<file path="src/rtl/weight_loader.sv">
// rtl/weight_loader.sv - streams weight words into kernel/bias/macc/scale regions of weight memory
module weight_loader #(
  parameter int DATA_W                = 32,
  parameter int ADDR_W                = 32,
  parameter int NUM_KERNEL            = 72,
  parameter int NUM_BIAS              = 4,
  parameter int NUM_MACC_COEFF        = 1,
  parameter int NUM_LAYER_SCALE       = 0,
  parameter int KERNEL_BASE_ADDR      = 0,
  parameter int BIAS_BASE_ADDR        = 72,
  parameter int MACC_COEFF_BASE_ADDR  = 76,
  parameter int LAYER_SCALE_BASE_ADDR = 77
) (
  input  logic              clk,
  input  logic              rst,
  input  logic              start,
  input  logic [DATA_W-1:0] s_data,
  input  logic              s_valid,
  output logic              s_ready,
  output logic [DATA_W-1:0] weight_wr_data,
  output logic [ADDR_W-1:0] weight_wr_addr,
  output logic              weight_wr_en,
  output logic              busy,
  output logic              load_done,
  output logic              overflow_err,
  output logic [1:0]        section
);

  typedef enum logic [2:0] {
    S_IDLE   = 3'd0,
    S_KERNEL = 3'd1,
    S_BIAS   = 3'd2,
    S_MACC   = 3'd3,
    S_SCALE  = 3'd4,
    S_DONE   = 3'd5
  } state_t;

  function automatic int count_of(input int sec);
    case (sec)
      0:       count_of = NUM_KERNEL;
      1:       count_of = NUM_BIAS;
      2:       count_of = NUM_MACC_COEFF;
      default: count_of = NUM_LAYER_SCALE;
    endcase
  endfunction

  function automatic logic [ADDR_W-1:0] base_of(input logic [1:0] sec);
    case (sec)
      2'd0:    base_of = ADDR_W'(KERNEL_BASE_ADDR);
      2'd1:    base_of = ADDR_W'(BIAS_BASE_ADDR);
      2'd2:    base_of = ADDR_W'(MACC_COEFF_BASE_ADDR);
      default: base_of = ADDR_W'(LAYER_SCALE_BASE_ADDR);
    endcase
  endfunction

  // First section at or after 'from' that holds any words; DONE when none remain.
  function automatic state_t seek(input int from);
    seek = S_DONE;
    for (int k = 3; k >= 0; k--) begin
      if (k >= from && count_of(k) != 0) seek = state_t'(3'(k + 1));
    end
  endfunction

  state_t            state_q, state_d;
  logic [ADDR_W-1:0] idx_q, idx_d;
  logic [1:0]        section_q, section_d;
  logic              ovf_q, ovf_d;
  logic              wr_en_q, wr_en_d;
  logic [DATA_W-1:0] wr_data_q, wr_data_d;
  logic [ADDR_W-1:0] wr_addr_q, wr_addr_d;

  logic              in_sec;
  logic              idle_or_done;
  logic [1:0]        cur_sec;
  logic [ADDR_W-1:0] last_idx;
  logic              accept;

  assign in_sec       = (state_q == S_KERNEL) || (state_q == S_BIAS) ||
                        (state_q == S_MACC)   || (state_q == S_SCALE);
  assign idle_or_done = (state_q == S_IDLE) || (state_q == S_DONE);
  assign cur_sec      = 2'(state_q - 3'd1);
  assign last_idx     = ADDR_W'(count_of(int'(cur_sec)) - 1);
  assign accept       = s_valid && s_ready;

  always_ff @(posedge clk or posedge rst) begin
    if (rst) begin
      state_q <= S_IDLE;
    end else begin
      state_q <= state_d;
    end
  end

  always_comb begin
    state_d = state_q;
    case (state_q)
      S_IDLE, S_DONE: begin
        if (start) state_d = seek(0);
      end
      S_KERNEL, S_BIAS, S_MACC, S_SCALE: begin
        if (accept && idx_q == last_idx) state_d = seek(int'(cur_sec) + 1);
      end
      default: state_d = S_IDLE;
    endcase
  end

  always_comb begin
    s_ready   = in_sec || (state_q == S_DONE);
    busy      = in_sec;
    load_done = (state_q == S_DONE);
  end

  // Any state change is a section entry (or a restart), so the index rewinds.
  always_comb begin
    idx_d = idx_q;
    if (state_d != state_q) begin
      idx_d = '0;
    end else if (in_sec && accept) begin
      idx_d = idx_q + ADDR_W'(1);
    end

    section_d = section_q;
    if (state_d == S_KERNEL || state_d == S_BIAS || state_d == S_MACC || state_d == S_SCALE) begin
      section_d = 2'(state_d - 3'd1);
    end

    ovf_d = ovf_q;
    if (idle_or_done && start) begin
      ovf_d = 1'b0;
    end else if (state_q == S_DONE && s_valid) begin
      ovf_d = 1'b1;
    end

    wr_en_d   = in_sec && accept;
    wr_data_d = wr_data_q;
    wr_addr_d = wr_addr_q;
    if (wr_en_d) begin
      wr_data_d = s_data;
      wr_addr_d = base_of(cur_sec) + idx_q;
    end
  end

  always_ff @(posedge clk or posedge rst) begin
    if (rst) begin
      idx_q     <= '0;
      section_q <= 2'd0;
      ovf_q     <= 1'b0;
      wr_en_q   <= 1'b0;
      wr_data_q <= '0;
      wr_addr_q <= '0;
    end else begin
      idx_q     <= idx_d;
      section_q <= section_d;
      ovf_q     <= ovf_d;
      wr_en_q   <= wr_en_d;
      wr_data_q <= wr_data_d;
      wr_addr_q <= wr_addr_d;
    end
  end

  assign weight_wr_en   = wr_en_q;
  assign weight_wr_data = wr_data_q;
  assign weight_wr_addr = wr_addr_q;
  assign overflow_err   = ovf_q;
  assign section        = section_q;

endmodule

</file>
<file path="config.mk">
export PLATFORM = sky130hd
export DESIGN_NAME = weight_loader
export DESIGN_NICKNAME = d
export VERILOG_FILES = /design/src/rtl/weight_loader.sv
export SDC_FILE = /design/constraint.sdc
export NUM_CORES = 1
export LEC_CHECK = 0
export ABC_AREA = 0
export CORE_ASPECT_RATIO = 1.5
export CORE_MARGIN = 2
export CORE_UTILIZATION = 47
export CTS_CLUSTER_SIZE = 25
export DETAILED_ROUTE_END_ITERATION = 8
export PLACE_DENSITY = 0.81
export SKIP_LAST_GASP = 1
export SYNTH_ARGS = -nofsm -noshare
export SYNTH_HDL_FRONTEND = slang
export SYNTH_SLANG_ARGS = --single-unit
</file>
<file path="constraint.sdc">
create_clock -name clk -period 4 [get_ports clk]
set_clock_uncertainty 0.05 [all_clocks]
set_input_delay 1.2 -clock clk [delete_from_list [all_inputs] [get_ports clk]]
set_output_delay 1.2 -clock clk [all_outputs]
set_load 0.03 [all_outputs]
</file>
==> results.yml <==
die:
  dieArea_mm2: 0.0124
  die_w_um: 91.4
  ioPinCount: 107
  core.rowCount: 47
  initial_utilization: 0.485
  coreArea_mm2: 0.0111
  die_y_um: 135
hold_path:
  hp-class: "flip-flop to flip-flop"
logic_synthesis:
  synth_area_leader_cell: "dfrtp_1"
  seq_area_frac_synth: 0.478
  synth_top_family_by_area: "simple AND/OR/NAND/NOR gates"
  synth_area_leaders: "dfrtp_1, nand2_1, xnor2_1"
  synth_compound_area_frac: 0.0592
  synth-main-ff-cell: "dfrtp_1"
  synthMuxAreaShare: 0.00906
  post_synth_fa_ha_maj_area_fraction: 0.0418
  syn_nets: 657
  synth_edf_count: 0
  synth_top_area_frac: 0.478
  synth_cell_types: 52
  ys_warn_count: 0
  synth_cells: 603
  post_synth.cell_area_avg_um2: 8.94
  synth-async-reset-ratio: 1.00
  ys_ff_latch: 103
  synth-xor-area-share: 0.104
  synth-simple-area-share: 0.261
  syn_area_mm2: 0.00539
finish:
  stdcell_area_mm2: 0.00688
  fillers: 913
  final_cells: 847
  layout_common_cells: "nand2_1, clkdlybuf4s50_1, dfrtp_1"
  diodes: 0
  drive_gt1_frac: 0.0586
  syn_to_final_growth_pct: 27.7
  num-nets-final: 749
  layout_commonest_cell: "nand2_1"
  finalCoreUtilization: 0.619
worst_setup_path:
  slowest_delay_ns: 0.49
  path_cells: "inv_1 > ha_1 > nor4_1 > nand4_1 > or2_1 > a21oi_1 > o21ai_0 > a221oi_1 > inv_1 > ha_1 > or3_1 > mux2i_2 > mux2_4"
  worstPathArrival_ns: 4.05
  criticalPathCategory: "flip-flop to flip-flop"
  end_kind: "flip-flop"
  cpMaxStageDelayCell: "dfrtp_1"
  crit_fanout: 8
  cp-start-kind: "flip-flop"
  cpLargestDelayFamily: "simple AND/OR/NAND/NOR gates"
  crit_required_ns: 4.18
  cp_num_buf_inv: 2
power:
  clockPowerShare: 0.243
  p_sw_frac: 0.383
  p_int_mw: 2.53
  comb_power_share: 0.415
  powerDensity_mw_per_mm2: 595
  p_leak_nw: 3.02
  vdd_drop_max_mv: 0.324
  switching_power_mw: 1.57
  seqPwrFrac: 0.341
  total_power_mw: 4.09
sta:
  min_period_ns: 3.87
  relSlewSlack: 0.467
  setup_viol: 0
  finalMaxSlewViolations: 0
  timing.final.crit_share: 0.968
  rsz0062_at_grt: "no"
  hold_violations: 0
  max_freq_ghz: 0.258
  worst_slew_pin_slew_ns: 0.799
  final.setup.tns_ns: 0
place:
  place_hpwl_um: 9570
  port_buffers: 106
  globalplace.congestion: 0.956
  placed_cells: 831
  placed_area_mm2: 0.00654
outcome:
  status: "complete, no violations"
routing:
  drtIter0Drc: 277
  final_antenna_net_count: 0
  vias_per_cell: 5.20
  routed_wl_um: 12900
  drc: 0
  vias: 4406
  wire_per_inst_um: 15.3
  drtPass1Iterations: 4
clock_network:
  hold_buffers: 0
  clk_path_buf_depth: 2
  insertion_delay_ns: 0.34
  cts.sinks: 103
  htreeDepth: 3
  cts_resized: 0
  cts_made_buffers: 9
  post_cts_buffers: 0
  cts_root_buf: "clkbuf_16"
  tritoncts: "yes"
  cts.clk_slew.worst_paths_ns: 0.07
grt:
  gr-total-overflow: 0
  grt.total_usage: 0.218
  antenna_found_initial: 0
  grt_pass1_wl_um: 21600
  grt_pass1_vias: 4575
  grt_max_degree: 104
flow_run:
  cap_viol_max_count: 0
[power groups by stage]
stage / clock, mW / sequential [mW] / combinational (mW)
6_report: 0.995 / 1.40 / 1.70
5_1_grt: 1.06 / 1.43 / 1.83
4_1_cts: 1.02 / 1.39 / 1.71
3_5_place_dp: 0 / 1.41 / 1.71
3_3_place_gp: 0 / 1.40 / 1.66
2_1_floorplan: 0 / 1.81 / 0.639
[cell families (layout without fill, tap and decap cells)]
logic type	Yosys count	count (layout)
buffers and inverters	49	146
DFF	103	103
xor gates and xnor gates	64	64
muxes	4	4
AOI/OAI and AO/OA	55	55
and+or+nand+nor	310	310
adders and majority gates	18	18
[Yosys cell counts (2+ instances only)]
| master | n |
|---|---|
| buf_2 | 6 |
| clkbuf_8 | 2 |
| nand4_1 | 15 |
| o21ai_0 | 30 |
| inv_1 | 12 |
| buf_6 | 3 |
| dfrtp_1 | 103 |
| a21o_1 | 2 |
| o21bai_1 | 2 |
| nand3_1 | 11 |
| and2_1 | 4 |
| o21ai_1 | 2 |
| nor2_1 | 60 |
| nor3_1 | 15 |
| clkbuf_1 | 14 |
| o22ai_1 | 2 |
| nand3b_1 | 2 |
| a31oi_1 | 2 |
| mux2i_1 | 2 |
| or2_1 | 2 |
| o2111ai_1 | 2 |
| buf_4 | 5 |
| buf_1 | 5 |
| nand2_1 | 170 |
| nor4_1 | 12 |
| nor2b_1 | 2 |
| xor2_1 | 21 |
| nand4_4 | 2 |
| or3_1 | 5 |
| ha_1 | 18 |
| xnor2_1 | 43 |
| a21oi_1 | 7 |
[worst register-to-register path, stage by stage (launching register included)]
cell and delay (ns):
dfrtp_1 0.49, inv_1 0.14, ha_1 0.25, nor4_1 0.39
nand4_1 0.13, or2_1 0.28, a21oi_1 0.24, o21ai_0 0.12
a221oi_1 0.37, inv_1 0.14, ha_1 0.21, or3_1 0.38
mux2i_2 0.24, mux2_4 0.33
[layer usage]
| metal | track usage | part of all wire | up-vias |
|---|---|---|---|
| li1 | - | - | 2150 |
| met3 | 0.0284 | 0.037 | 36 |
| met4 | 0.108 | 0.037 | 0 |
| met5 | 0 | 0 | - |
| met1 | 0.258 | 0.41 | 2085 |
| met2 | 0.387 | 0.52 | 135 |
[area by class of cell]
cell class              instances  area [um2]  share of cell area
flip-flops and latches        103        2580               0.375
inverters                      13        51.3             0.00746
well taps                     147         184              0.0267
clock buffers                  10         229              0.0333
clock inverters                 6         115              0.0167
multi-input cells             451        2570               0.373
repair buffers                117        1160               0.168
[worst paths after layout]
path / start / cells past startpoint / endpoint / slack [ns]
worst max-delay path: state_q[1] / 13 / section[0] / 0.13
worst min-delay path: weight_wr_data[28] / 2 / weight_wr_data[28] / 0.42
worst max register to register: state_q[1] / 13 / section[0] / 0.13
worst min register to register: weight_wr_data[28] / 2 / weight_wr_data[28] / 0.42
max in group asynchronous: rst / 3 / state_q[0] / 2.22
min in group asynchronous: rst / 3 / weight_wr_data[17] / 1.28
[through the flow]
step,hold slack [ns],setup WS [ns]
after floorplan,0.518,0.0462
after global placement,0.402,0.123
after detailed placement,0.411,0.0119
after CTS,0.429,0.106
after global routing,0.457,0.00237
final,0.424,0.126
[registers in the layout, indices dropped and copies added, names as in the netlist]
| signal | flops |
|---|---|
| weight_wr_data | 32 |
| weight_wr_en | 1 |
| idx_q | 32 |
| state_q | 3 |
| weight_wr_addr | 32 |
| section | 2 |
| overflow_err | 1 |
Note: power is estimated with default switching activity, not from simulation.
